**src/rtl/i2c_reg_seq_if.sv**
```systemverilog
// rtl/i2c_reg_seq_if.sv - host and i2c_master signal bundle for the register sequencer
interface i2c_reg_seq_if;
  // host request side
  logic       req;
  logic       rnw;
  logic [6:0] dev;
  logic [7:0] rga;
  logic [7:0] wdat;
  logic       busy;
  logic       done;
  logic [1:0] err;
  logic [7:0] rdat;
  // i2c_master command side
  logic [4:0] cmd;
  logic       ws;
  logic [7:0] dat;
  logic [6:0] stat;
  logic [7:0] mdat;

  modport slave (
    input  req, rnw, dev, rga, wdat, stat, mdat,
    output busy, done, err, rdat, cmd, ws, dat
  );

  modport master (
    output req, rnw, dev, rga, wdat, stat, mdat,
    input  busy, done, err, rdat, cmd, ws, dat
  );
endinterface

```
**src/rtl/i2c_reg_seq.sv**
```systemverilog
// rtl/i2c_reg_seq.sv - sequences single-register I2C reads/writes into i2c_master commands
module i2c_reg_seq #(
  parameter int BBL_RETRIES = 3
) (
  input logic         clk,
  input logic         rst,
  i2c_reg_seq_if.slave bus
);

  localparam int RW = (BBL_RETRIES > 0) ? $clog2(BBL_RETRIES + 1) : 1;
  localparam logic [RW-1:0] RETRY_INIT = RW'(BBL_RETRIES);

  localparam logic [2:0] S_IDLE  = 3'd0;
  localparam logic [2:0] S_ISSUE = 3'd1;
  localparam logic [2:0] S_WAIT  = 3'd2;
  localparam logic [2:0] S_NSTOP = 3'd3;
  localparam logic [2:0] S_FIN   = 3'd4;

  localparam logic [4:0] C_STRT = 5'b00001;
  localparam logic [4:0] C_STOP = 5'b00010;
  localparam logic [4:0] C_READ = 5'b00100;
  localparam logic [4:0] C_WRTE = 5'b01000;
  localparam logic [4:0] C_NACK = 5'b10000;

  logic [2:0]    state;
  logic [1:0]    step;
  logic [RW-1:0] retry;
  logic          nstop_sent;
  logic          rnw_q;
  logic [6:0]    dev_q;
  logic [7:0]    rga_q;
  logic [7:0]    wdat_q;
  logic [1:0]    err_q;
  logic [7:0]    rdat_q;

  logic [4:0]    step_cmd;
  logic [7:0]    step_dat;
  logic          step_last;
  logic          fire;
  logic          compl;
  logic          unused_stat;

  // ALO and BBY are only informational here; an arbitration loss shows up as ERR without BBL
  assign unused_stat = ^{bus.stat[6], bus.stat[2]};

  // command and data byte for the current step of the latched transaction
  always_comb begin
    step_cmd = 5'd0;
    step_dat = 8'h00;
    case (step)
      2'd0: begin
        step_cmd = C_STRT | C_WRTE;
        step_dat = {dev_q, 1'b0};
      end
      2'd1: begin
        step_cmd = C_WRTE;
        step_dat = rga_q;
      end
      2'd2: begin
        if (rnw_q) begin
          step_cmd = C_STRT | C_WRTE;
          step_dat = {dev_q, 1'b1};
        end else begin
          step_cmd = C_WRTE | C_STOP;
          step_dat = wdat_q;
        end
      end
      default: begin
        step_cmd = C_READ | C_NACK | C_STOP;
        step_dat = 8'h00;
      end
    endcase
  end

  assign step_last = rnw_q ? (step == 2'd3) : (step == 2'd2);

  // the strobe is issued in the same cycle the master reports not-busy, so it is exactly one cycle wide
  assign fire  = !bus.stat[5] && ((state == S_ISSUE) || ((state == S_NSTOP) && !nstop_sent));
  assign compl = bus.stat[0] && !bus.stat[5];

  // master-facing outputs are zero outside the strobe cycle
  always_comb begin
    bus.ws  = fire;
    bus.cmd = 5'd0;
    bus.dat = 8'h00;
    if (fire) begin
      if (state == S_ISSUE) begin
        bus.cmd = step_cmd;
        bus.dat = step_dat;
      end else begin
        bus.cmd = C_STOP;
      end
    end
  end

  assign bus.busy = (state == S_ISSUE) || (state == S_WAIT) || (state == S_NSTOP);
  assign bus.done = (state == S_FIN);
  assign bus.err  = err_q;
  assign bus.rdat = rdat_q;

  // transaction sequencer; err and rdat are only written on the way into FIN so they hold between dones
  always_ff @(posedge clk or posedge rst) begin
    if (rst) begin
      state      <= S_IDLE;
      step       <= 2'd0;
      retry      <= '0;
      nstop_sent <= 1'b0;
      rnw_q      <= 1'b0;
      dev_q      <= 7'd0;
      rga_q      <= 8'h00;
      wdat_q     <= 8'h00;
      err_q      <= 2'b00;
      rdat_q     <= 8'h00;
    end else begin
      case (state)
        S_IDLE: begin
          if (bus.req) begin
            rnw_q  <= bus.rnw;
            dev_q  <= bus.dev;
            rga_q  <= bus.rga;
            wdat_q <= bus.wdat;
            step   <= 2'd0;
            retry  <= RETRY_INIT;
            state  <= S_ISSUE;
          end
        end
        S_ISSUE: begin
          if (fire) begin
            state <= S_WAIT;
          end
        end
        S_WAIT: begin
          if (compl) begin
            if (bus.stat[1]) begin
              if (bus.stat[3]) begin
                if (retry != '0) begin
                  retry <= retry - RW'(1);
                  step  <= 2'd0;
                  state <= S_ISSUE;
                end else begin
                  err_q <= 2'b11;
                  state <= S_FIN;
                end
              end else begin
                // lost arbitration or protocol error: the bus is not ours, so no STOP
                err_q <= 2'b10;
                state <= S_FIN;
              end
            end else if (step_cmd[3] && !bus.stat[4]) begin
              if (step_cmd[1]) begin
                err_q <= 2'b01;
                state <= S_FIN;
              end else begin
                nstop_sent <= 1'b0;
                state      <= S_NSTOP;
              end
            end else if (step_last) begin
              if (rnw_q) begin
                rdat_q <= bus.mdat;
              end
              err_q <= 2'b00;
              state <= S_FIN;
            end else begin
              step  <= step + 2'd1;
              state <= S_ISSUE;
            end
          end
        end
        S_NSTOP: begin
          if (fire) begin
            nstop_sent <= 1'b1;
          end else if (nstop_sent && compl) begin
            // the NACK is the result regardless of how the STOP itself went
            err_q <= 2'b01;
            state <= S_FIN;
          end
        end
        S_FIN: begin
          step  <= 2'd0;
          state <= S_IDLE;
        end
        default: begin
          state <= S_IDLE;
        end
      endcase
    end
  end

endmodule

```
**src/flat_wrapper.sv**
```systemverilog
// flat-port wrapper written by rule: the top's interface ports become plain ports
module i2c_reg_seq_flat 
#(
  parameter int BBL_RETRIES = 3
)
  (clk, rst, bus_req, bus_rnw, bus_dev, bus_rga, bus_wdat, bus_stat, bus_mdat, bus_busy, bus_done, bus_err, bus_rdat, bus_cmd, bus_ws, bus_dat);
  i2c_reg_seq_if bus_i ();
  input logic clk;
  input logic rst;
  input wire logic [$bits(bus_i.req)-1:0] bus_req;
  input wire logic [$bits(bus_i.rnw)-1:0] bus_rnw;
  input wire logic [$bits(bus_i.dev)-1:0] bus_dev;
  input wire logic [$bits(bus_i.rga)-1:0] bus_rga;
  input wire logic [$bits(bus_i.wdat)-1:0] bus_wdat;
  input wire logic [$bits(bus_i.stat)-1:0] bus_stat;
  input wire logic [$bits(bus_i.mdat)-1:0] bus_mdat;
  output wire logic [$bits(bus_i.busy)-1:0] bus_busy;
  output wire logic [$bits(bus_i.done)-1:0] bus_done;
  output wire logic [$bits(bus_i.err)-1:0] bus_err;
  output wire logic [$bits(bus_i.rdat)-1:0] bus_rdat;
  output wire logic [$bits(bus_i.cmd)-1:0] bus_cmd;
  output wire logic [$bits(bus_i.ws)-1:0] bus_ws;
  output wire logic [$bits(bus_i.dat)-1:0] bus_dat;
  assign bus_i.req = bus_req;
  assign bus_i.rnw = bus_rnw;
  assign bus_i.dev = bus_dev;
  assign bus_i.rga = bus_rga;
  assign bus_i.wdat = bus_wdat;
  assign bus_i.stat = bus_stat;
  assign bus_i.mdat = bus_mdat;
  assign bus_busy = bus_i.busy;
  assign bus_done = bus_i.done;
  assign bus_err = bus_i.err;
  assign bus_rdat = bus_i.rdat;
  assign bus_cmd = bus_i.cmd;
  assign bus_ws = bus_i.ws;
  assign bus_dat = bus_i.dat;
  i2c_reg_seq #(.BBL_RETRIES(BBL_RETRIES)) u_core (.clk(clk), .rst(rst), .bus(bus_i));
endmodule
```
**config.mk**
```make
export PLATFORM = sky130hd
export DESIGN_NAME = i2c_reg_seq_flat
export DESIGN_NICKNAME = d
export VERILOG_FILES = /design/src/rtl/i2c_reg_seq_if.sv /design/src/rtl/i2c_reg_seq.sv /design/src/flat_wrapper.sv
export SDC_FILE = /design/constraint.sdc
export NUM_CORES = 1
export LEC_CHECK = 0
export CORE_ASPECT_RATIO = 2
export CORE_MARGIN = 8
export CORE_UTILIZATION = 25
export CTS_BUF_LIST = sky130_fd_sc_hd__clkbuf_16
export CTS_CLUSTER_SIZE = 40
export DETAILED_ROUTE_END_ITERATION = 7
export GPL_TIMING_DRIVEN = 0
export PLACE_DENSITY = 0.59
export SLEW_MARGIN = 15
export SYNTH_ARGS = -nofsm -noshare
export SYNTH_HDL_FRONTEND = slang
export SYNTH_SLANG_ARGS = --single-unit
```
**constraint.sdc**
```tcl
create_clock -name clk -period 2.8 [get_ports clk]
set_input_delay 0.28 -clock clk [delete_from_list [all_inputs] [get_ports clk]]
set_output_delay 0.28 -clock clk [all_outputs]
set_load 0.005 [all_outputs]
```
* Word level (Yosys, flattened, before mapping) *
Cells that the tools add are included.

cells by class
  $add $sub $neg = 2
  equal/unequal tests = 26
  muxes and demuxes = 51
  bitwise logic cells = 2
  reduce and logical (&&, ||, !) cells = 24

operators by type and width
  cell                count
  $mux 2              22
  $mux 3              11
  $mux 8              3
  $pmux 8 s3          1
  $ne 2x2->1 const B  11
  $reduce_and 6->1    3
  $pmux 5 s3          1
  $reduce_and 7->1    2
  $ne 3x3->1 const B  4
  $pmux 3 s4          1
  $mux 5              2
  $ne 4x3->1 const B  2
  $pmux 2 s2          2
  $eq 3x2->1 const B  2
  $mux 1              6
  $pmux 2 s3          1
  $reduce_bool 2->1   3
  $logic_and 1x1->1   5
  $reduce_and 5->1    1
  $eq 2x2->1 const B  2
  $ne 4x4->1 const B  1
  $eq 3x1->1 const B  1
  $eq 3x3->1 const B  1
  $logic_not 1->1     3
  other kinds (11)    14

storage, ports and cells
  bits in registers = 42
  input port bits = 42
  output and inout bits = 26
  logic and storage cells = 115

* Depth between registers and ports, before layout *
Gate-level depths: netlist of the first run.

  depth in word-level cells = 7
  mapped depth = 7
  gate-level depth less buffers = 7

* Least setup slack after synthesis of the first run *
OpenSTA, ideal clock, no wires.

  kind = register -> register
  start = register u_core.step[0]
  end = register u_core.step[0]
  library setup time = 0.128 ns
  arrival time = 2.020 ns
  data required time = 2.672 ns
  slack = 0.652 ns
  stages on the path, launching flop included = 8
  buffers on the path = 0
  clock period less this slack = 2.148 ns
  path through = dfrtp_1 > inv_1 > ha_1 > nor2b_1 > or3b_4 > and4_4 > a2111oi_4 > mux2_1

between the ends
  longest elaborated chain between the ends = 6

ends and longest elaborated chain
  element                 RTL line            text
  from (decl)             i2c_reg_seq.sv:26   logic [1:0] step;
  from (signal assigned)  i2c_reg_seq.sv:164  step <= step + 2'd1;
  $add 2x1->2             i2c_reg_seq.sv:164
  $mux 2                  i2c_reg_seq.sv:157  end else if (step_last) begin
  $mux 2                  i2c_reg_seq.sv:149  end else if (step_cmd[3] && !bus.stat[4]) begin
  $mux 2                  i2c_reg_seq.sv:134  if (bus.stat[1]) begin
  $mux 2                  i2c_reg_seq.sv:133  if (compl) begin
  $pmux 2 s3              i2c_reg_seq.sv:115  case (state)

Parallel ways exist; a longest one is shown, timed or not. The select of a mux whose other input is x is not followed.
A chain may end at the register's enable or synchronous reset.

* Worst setup path after layout of the first run *
  start = register u_core.state[2]
  end = output bus_dat[2]

between the ends
  longest elaborated chain between the ends = 5

ends and longest elaborated chain
  element                 RTL line            text
  from (decl)             i2c_reg_seq.sv:25   logic [2:0] state;
  from (signal assigned)  i2c_reg_seq.sv:104  state <= S_IDLE;
  from (signal assigned)  i2c_reg_seq.sv:124  state <= S_ISSUE;
  from (signal assigned)  i2c_reg_seq.sv:129  state <= S_WAIT;
  $eq 3x2->1              i2c_reg_seq.sv:78   assign fire = !bus.stat[5] && ((state == S_ISSUE) || ((state == S_NSTOP) && !nstop_sent));
  $logic_and 1x1->1       i2c_reg_seq.sv:78
  $logic_or 1x1->1        i2c_reg_seq.sv:78
  $logic_and 1x1->1       i2c_reg_seq.sv:78
  $mux 8 (*)              i2c_reg_seq.sv:86   if (fire) begin
  to (decl)               flat_wrapper.sv:23  output wire logic [$bits(bus_i.dat)-1:0] bus_dat;

Mark *: on every way between the ends. The rest lies on a longest branch, timed or not.

==> results of run 1 <==
-- per-layer routing --
metal / GRT usage (%) / up-vias / share of wire [%]
met5: 0 / - / 0
met2: 18.97 / 45 / 56
met1: 10.30 / 806 / 37
li1: - / 782 / -
met3: 2.104 / 7 / 4.8
met4: 5.225 / 0 / 2.1
-- final timing paths --
| check | start | endpoint | cells after the start |
|---|---|---|---|
| setup reg to reg | u_core.step[0] | u_core.step[0] | 7 |
| max in group asynchronous | rst | u_core.state[2] | 3 |
| min in group clk | u_core.bus.rdat[5] | u_core.bus.rdat[5] | 1 |
| hold / removal | rst | u_core.bus.rdat[0] | 2 |
| setup / recovery | u_core.state[2] | bus_dat[2] | 5 |
| hold reg to reg | u_core.bus.rdat[5] | u_core.bus.rdat[5] | 1 |
-- final cells by class --
| cell class | count | area, um2 |
|---|---|---|
| clock buffer | 5 | 125.1 |
| clock inverter | 3 | 17.52 |
| sequential | 42 | 1052 |
| timing repair buffer | 66 | 670.6 |
| tap | 98 | 122.6 |
| fill | 831 | 5194 |
| inverter | 10 | 37.54 |
| multi-input combinational | 117 | 970.9 |
| buffer | 9 | 42.54 |
-- power groups by stage --
| stage | sequential [W] | combinational (W) | clock (W) |
|---|---|---|---|
| 6_report | 0.000996 | 0.00107 | 0.000564 |
| 4_1_cts | 0.000997 | 0.00109 | 0.000586 |
| 2_1_floorplan | 0.000958 | 0.000742 | 0 |
| 3_5_place_dp | 0.00100 | 0.00109 | 0 |
| 3_3_place_gp | 0.000992 | 0.00107 | 0 |
| 5_1_grt | 0.00103 | 0.00119 | 0.000608 |
-- kinds of logic after synthesis --
kind of cell,after synthesis,synth area share [%]
flip-flops,42,50.06
adder cells (fa/ha/maj),5,2.980
AO/OA/AOI/OAI,28,10.73
multiplexers,36,19.25
AND/OR/NAND/NOR,48,12.87
buffers and inverters,21,4.112
-- synth_stat cells (all sizes together), types with 2 or more instances --
cell	count	area, um2
dfrtp	42	1051
mux2	35	394.1
nor2	16	67.56
inv	10	37.54
a222oi	7	70.07
clkbuf	6	22.52
o21ai	6	30.02
a21oi	5	25.02
buf	5	26.27
ha	5	62.56
nand2	5	18.77
nand3b	5	37.54
nor2b	4	25.02
nor3	4	25.02
a31oi	2	12.51
and2	2	12.51
nand2b	2	12.51
nand3	2	10.01
or2	2	12.51
-- metrics by stage --
stage | area [um2] | power (W) | util (%) | hold WS [ns]
CTS | 3035 | 0.002675 | 36.87 | 0.2485
detailed placement | 2893 | 0.002089 | 35.14 | 0.4952
finish | 3039 | 0.002629 | 36.91 | 0.2472
global route | 3039 | 0.002834 | 36.91 | 0.2696
global placement | 2873 | 0.002062 | 34.89 | 0.4894
floorplan | 2100 | 0.001700 | - | 0.4171
-- state kept, by name, summed over array words and instances, names as in the netlist --
signal             flops
u_core.step            2
u_core.wdat_q          8
u_core.rga_q           8
u_core.dev_q           7
u_core.nstop_sent      1
u_core.state           3
u_core.bus.err         2
u_core.retry           2
u_core.rnw_q           1
u_core.bus.rdat        8
-- repair_timing --
item / 4_1_cts / 5_1_grt
resized for setup: 3 / 1
gates cloned: 0 / 0
buffers inserted: 0 / 0
setup endpoints to repair: 10 / 1
==> metrics.sh, run 1 <==
SYNTHESIS.NETS=227
LAYOUT_COMMONEST_CELL='clkdlybuf4s50_1'
TIMING.FINAL.MAX_SLEW_VIOLATIONS=0
SETUP.WORST_PATH.END_CLASS='primary output'
GRT_PASS1_VIAS=1887
FIN_TNS_SETUP_NS=0
MAXCAP_VIOL_COUNT=0
FLOORPLAN.DIE.HEIGHT_UM=145.6
MIN-DELAY-PATH-CLASS='input pin to async pin'
GLOBAL_ROUTE.OVERFLOW_TOTAL=0
INITIAL_UTILIZATION_PCT=25.50
CORE_UM2=8233
FLOORPLAN.DIE_AREA_UM2=11760
POWER_DENSITY_nW_PER_UM2=864.9
SYNTH_SEQUENTIAL_AREA_RATIO_PCT=50.06
SETUP_VIOL_COUNT_FINAL=0
FINAL.SETUP.WORST_SLACK_NS=0.09081
NETSWITCHINGFRACTION_PCT=32.96
YOSYS_WARNINGS=0
CLKPWRFRAC_PCT=21.4
ROUTABILITYCONGESTION=0.8157
MAX_CLOCK_FREQ_MHz=369.1
POSTSYNTHCELLCOUNT=180
NUMBER_OF_NON_FILLER_INSTANCES_IN_THE_COMPLETED_LAYOUT=350
ANTENNA_VIOLATING_NETS_POST_ROUTE=0
PEAKVDDDROP_uV=430.1
LAYOUT-DRIVE-GT1-SHARE_PCT=22.62
COMB_POWER_SHARE_PCT=40.7
REMAINING_DESIGN_RULE_VIOLATION_COUNT=0
RUN_STATUS='finished clean'
ANTENNA_VIOLATIONS_BEFORE_REPAIR=0
SYNTH_SEQ_CELLS=42
CP.ARRIVAL_NS=2.43
SYNTH_EDF_COUNT=0
P_SW_W=0.0008664
PATH_MAX_FANOUT=10
SYNTH_AREA_UM2=2100
PLACEMENT.IO_BUFFERS=65
PLACE_WS_NS=-0.02077
TIMING_WORST_SETUP_PATH_TYPE='flop to primary output'
MAX_SLEW_MARGIN_PCT=55.65
TIMING.CRITICAL_PATH.MAX_DELAY_FAMILY='simple AND/OR/NAND/NOR gates'
CRITPATHREQUIREDTIME_NS=2.52
DR_TOTAL_VIAS=1640
POSTSYNTH.TOPFLOPCELL='dfrtp_1'
CLK_TRANSITION_REPORTED_PATHS_NS=0.06
SYNTHESIS.AREA_PER_INSTANCE_UM2=11.66
INITIAL_DRT_PASS_ITERATIONS=4
AREA.GROWTH.SYNTH_TO_FINAL_PCT=44.76
REGTOREGSETUPSLACK_NS=0.53
POSTSYNTH.ASYNCRESETSHARE_PCT=100.0
CLOCK_TREE_FROM_TRITONCTS='built'
DETAIL_ROUTED_NET_LENGTH_PER_STANDARD_CELL_UM=16.55
INSERTION_DELAY_NS=0.29
FINCLKSKEW_NS=0.005934
ANTENNA_CELLS_INSERTED=0
LAYOUT.CELLS.MOST_COMMON_LIST='clkdlybuf4s50_1 (65), dfrtp_1 (41), mux2_2 (33), nor2_1 (15), inv_1 (10)'
WORSTPATHCELLLIST='nand2b_1, or2_2, or3_4, nor2_1, clkdlybuf4s50_1'
FINAL.PERIOD_UTILIZATION_PCT=96.76
CTS.PATH.MAX_BUFFERS=2
NUM_IO_PINS=68
PATH_BUF_INV=1
CRIT_PATH_TOP_DELAY_CELL='clkdlybuf4s50_1'
GRT_FIRST_PASS_WIRELENGTH_UM=9384
CTS_SINKS=42
TIMING.CRITICAL_PATH.SLOWEST_CELL_DELAY_NS=0.52
DRT_WL_TOTAL_UM=5792
GRT_SETUP_UNREPAIRED='no'
TOTAL_LEAKAGE_POWER_nW=1.259
CLK_ROOT_BUFFER_CELL='clkbuf_16'
VIASPERCELL=4.686
POST-DP-HPWL_UM=4483
CELL_INTERNAL_PWR_W=0.001762
GRT_START_MAX_NET_PINS=33
DETAIL_ROUTE.ITER0.VIOLATIONS=88
CHIPWIDTH_UM=80.80
TIGHTESTPINTRANSITION_NS=0.6616
CRITICAL_PATH.STARTPOINT_TYPE='flop'
PLACEMENTROWS=47
POWER_FRAC_SEQ_PCT=37.9
HOLD_VIOL=0
HTREEDEPTH=2
POST_SYNTH_NUM_CELL_TYPES=40
NUMCTSBUFFERS=5
FINAL_NETS=298
HOLD_BUF_COUNT_CTS=0
PLACE.DETAILED.INSTANCES=344
FINALCRITICALPERIOD_NS=2.709
GLOBAL_ROUTE.USAGE.TOTAL_PCT=10.35
No activity file was read; power rests on OpenSTA's default activity.
==> run 2: changes to the inputs <==
Settings changed: SKIP_LAST_GASP from default to 1.
==> results of run 2 <==
No change in the layout: final DEF, timing and power equal those of run 1.
==> run 3: changes to the inputs <==
Settings changed: SLEW_MARGIN 15 to 0.
==> metrics.sh, run 3 (synthesis gave the netlist of run 1 again) <==
ANTENNA_VIOLATING_NETS_POST_ROUTE=0  # unchanged
SETUP_VIOL_COUNT_FINAL=0  # unchanged
ANTENNA_VIOLATIONS_BEFORE_REPAIR=0  # unchanged
NUMCTSBUFFERS=5  # unchanged
HOLD_SLACK_NS=0.1667  # -0.08048 ns
CTS_SINKS=42  # unchanged
HOLD_BUF_COUNT_CTS=0  # unchanged
ANTENNA_CELLS_INSERTED=0  # unchanged
FLOORPLAN.DIE_AREA_UM2=11760  # unchanged
LAYOUT-DRIVE-GT1-SHARE_PCT=23.14  # +0.52 points
FINALCRITICALPERIOD_NS=2.709  # +0.0002433 ns
TOTAL_LEAKAGE_POWER_nW=1.275  # +1.3%
PLACEMENTROWS=47  # unchanged
WORST_R2R_STARTPOINT='u_core.step[0]'
LAYOUT.CELLS.MOST_COMMON_LIST='clkdlybuf4s50_1 (65), dfrtp_1 (41), mux2_2 (33), nor2_1 (15), inv_1 (10)'
FINCLKSKEW_NS=0.006475  # +0.0005411 ns
CTS.PATH.MAX_BUFFERS=2  # unchanged
FILL_CELLS=833  # +0.24%
DETAIL_ROUTED_NET_LENGTH_PER_STANDARD_CELL_UM=16.59  # +0.25%
PATH_BUF_INV=1  # unchanged
NUM_IO_PINS=68  # unchanged
CLK_ROOT_BUFFER_CELL='clkbuf_16'
DRT_WL_TOTAL_UM=5856  # +1.1%
VIASPERCELL=4.771  # +1.8%
WORST_R2R_PATH_DEPTH=7  # unchanged
CRIT_PATH_TOP_DELAY_CELL='clkdlybuf4s50_1'
MAX_SLEW_MARGIN_PCT=56.25  # +0.60 points
HOLD_VIOL=0  # unchanged
GRT_FIRST_PASS_WIRELENGTH_UM=9370  # -0.15%
NUMBER_OF_NON_FILLER_INSTANCES_IN_THE_COMPLETED_LAYOUT=353  # +0.86%
TIMING_WORST_SETUP_PATH_TYPE='flop to primary output'
CHIPWIDTH_UM=80.80  # unchanged
GLOBAL_ROUTE.USAGE.TOTAL_PCT=10.34  # -0.014 points
INSERTION_DELAY_NS=0.29  # about the same
CORE_UM2=8233  # unchanged
PLACE_WS_NS=0.01118  # +0.03195 ns
GLOBAL_ROUTE.OVERFLOW_TOTAL=0  # unchanged
MIN-DELAY-PATH-CLASS='input pin to async pin'
TIGHTESTPINTRANSITION_NS=0.6528  # -0.008883 ns
ROUTABILITYCONGESTION=0.8157  # unchanged
PEAKVDDDROP_uV=423.8  # -1.5%
RUN_STATUS='finished clean'
CRITICAL_PATH_CELL_COUNT=5  # unchanged
CRITPATHREQUIREDTIME_NS=2.52  # about the same
FINAL.PERIOD_UTILIZATION_PCT=96.77  # about the same
REGTOREGSETUPSLACK_NS=0.53  # about the same
MAXCAP_VIOL_COUNT=0  # unchanged
LAYOUT_COMMONEST_CELL='clkdlybuf4s50_1'
FINAL.SETUP.WORST_SLACK_NS=0.09057  # -0.0002433 ns
MAX_CLOCK_FREQ_MHz=369.1  # about the same
POWER_DENSITY_nW_PER_UM2=863.6  # -0.16%
GRT_SETUP_UNREPAIRED='yes'
REG2REG_TO='u_core.step[0]'
INITIAL_UTILIZATION_PCT=25.50  # unchanged
HTREEDEPTH=2  # unchanged
TIMING.CRITICAL_PATH.MAX_DELAY_FAMILY='simple AND/OR/NAND/NOR gates'
CP.ARRIVAL_NS=2.43  # about the same
TIMING.CRITICAL_PATH.SLOWEST_CELL_DELAY_NS=0.54  # +0.02 ns
SETUP.WORST_PATH.END_CLASS='primary output'
DETAIL_ROUTE.ITER0.VIOLATIONS=91  # +3.4%
INITIAL_DRT_PASS_ITERATIONS=4  # unchanged
GRT_PASS1_VIAS=1861  # -1.4%
WORSTPATHCELLLIST='nand2b_1, or2_2, or3_4, a21oi_1, clkdlybuf4s50_1'
CLK_TRANSITION_REPORTED_PATHS_NS=0.06  # about the same
PLACEMENT.IO_BUFFERS=65  # unchanged
TIMING.FINAL.MAX_SLEW_VIOLATIONS=0  # unchanged
DR_TOTAL_VIAS=1684  # +2.7%
FLOORPLAN.DIE.HEIGHT_UM=145.6  # unchanged
MULTI_INPUT_AREA_UM2=967.2  # -0.39%
REMAINING_DESIGN_RULE_VIOLATION_COUNT=0  # unchanged
CRITICAL_PATH.STARTPOINT_TYPE='flop'
CLOCK_TREE_FROM_TRITONCTS='built'
AREA.GROWTH.SYNTH_TO_FINAL_PCT=45.65
GRT_START_MAX_NET_PINS=42  # +27%
POST-DP-HPWL_UM=4457  # -0.58%
PLACE.DETAILED.INSTANCES=344  # unchanged
PATH_MAX_FANOUT=10  # unchanged
FIN_TNS_SETUP_NS=0  # unchanged
FINAL_NETS=301  # +1.0%
REGAREA_UM2=1052  # unchanged
-- run 3: changes by cell type in the layout (fill, tap and decap cells not counted) --
cell	delta
buf_4	+3
a21oi_1	+1
a21oi_2	-1
-- run 3: cell type report --
class / instances / area share (%)
clock inverter: 3 / 0.5728
tap: 98 / 4.010
timing repair buffer: 69 / 22.67
clock buffer: 5 / 4.092
multi-input combinational: 117 / 31.63
inverter: 10 / 1.227
sequential: 42 / 34.41
buffer: 9 / 1.391
-- run 3: report_power, final --
part | internal (W) | leakage, nW | total (W) | switching [W]
Combinational | 0.000591 | 0.685 | 0.00108 | 0.000493
Sequential | 0.000851 | 0.515 | 0.000994 | 0.000143
Clock | 0.000327 | 0.0750 | 0.000562 | 0.000235
Total | 0.00177 | 1.27 | 0.00264 | 0.000872
-- run 3: routing by layer --
layer | up-vias | routed length, um | GRT usage [%]
li1 | 790 | - | -
met1 | 836 | 2179 | 10.26
met2 | 49 | 3282 | 18.93
met3 | 9 | 255 | 2.042
met4 | 0 | 139 | 5.405
met5 | - | 0 | 0
-- run 3: timing repair --
action | 4_1_cts | 5_1_grt
endpoints found under the setup margin | 10 | 4
setup buffers | 0 | 3
resized for setup | 3 | 0
-- run 3: worst max-delay path by stage --
stage	startpoint	endpoint
after detailed placement	u_core.state[2]	bus_dat[2]
final	u_core.state[2]	bus_dat[0]
after floorplan	u_core.step[0]	u_core.step[0]
after CTS	u_core.state[2]	bus_dat[0]
after global routing	u_core.state[2]	bus_dat[0]
after global placement	u_core.state[2]	bus_dat[0]
-- run 3: through the flow --
| step | total power (W) | util, % | instance area [um2] |
|---|---|---|---|
| 2_1_floorplan | 0.001700 | - | 2100 |
| 3_3_place_gp | 0.002062 | 34.89 | 2873 |
| 4_1_cts | 0.002678 | 36.87 | 3035 |
| 6_report | 0.002641 | 37.14 | 3058 |
| 3_5_place_dp | 0.002088 | 35.14 | 2893 |
| 5_1_grt | 0.002844 | 37.14 | 3058 |
-- run 3: worst reg2reg max path, stage by stage, from the launching register on --
cell       delay (ns)
dfrtp_1          0.41
inv_1            0.08
ha_1             0.22
nor2b_1          0.15
or3b_4           0.39
and4_4           0.20
a2111oi_4        0.35
mux2_1           0.35
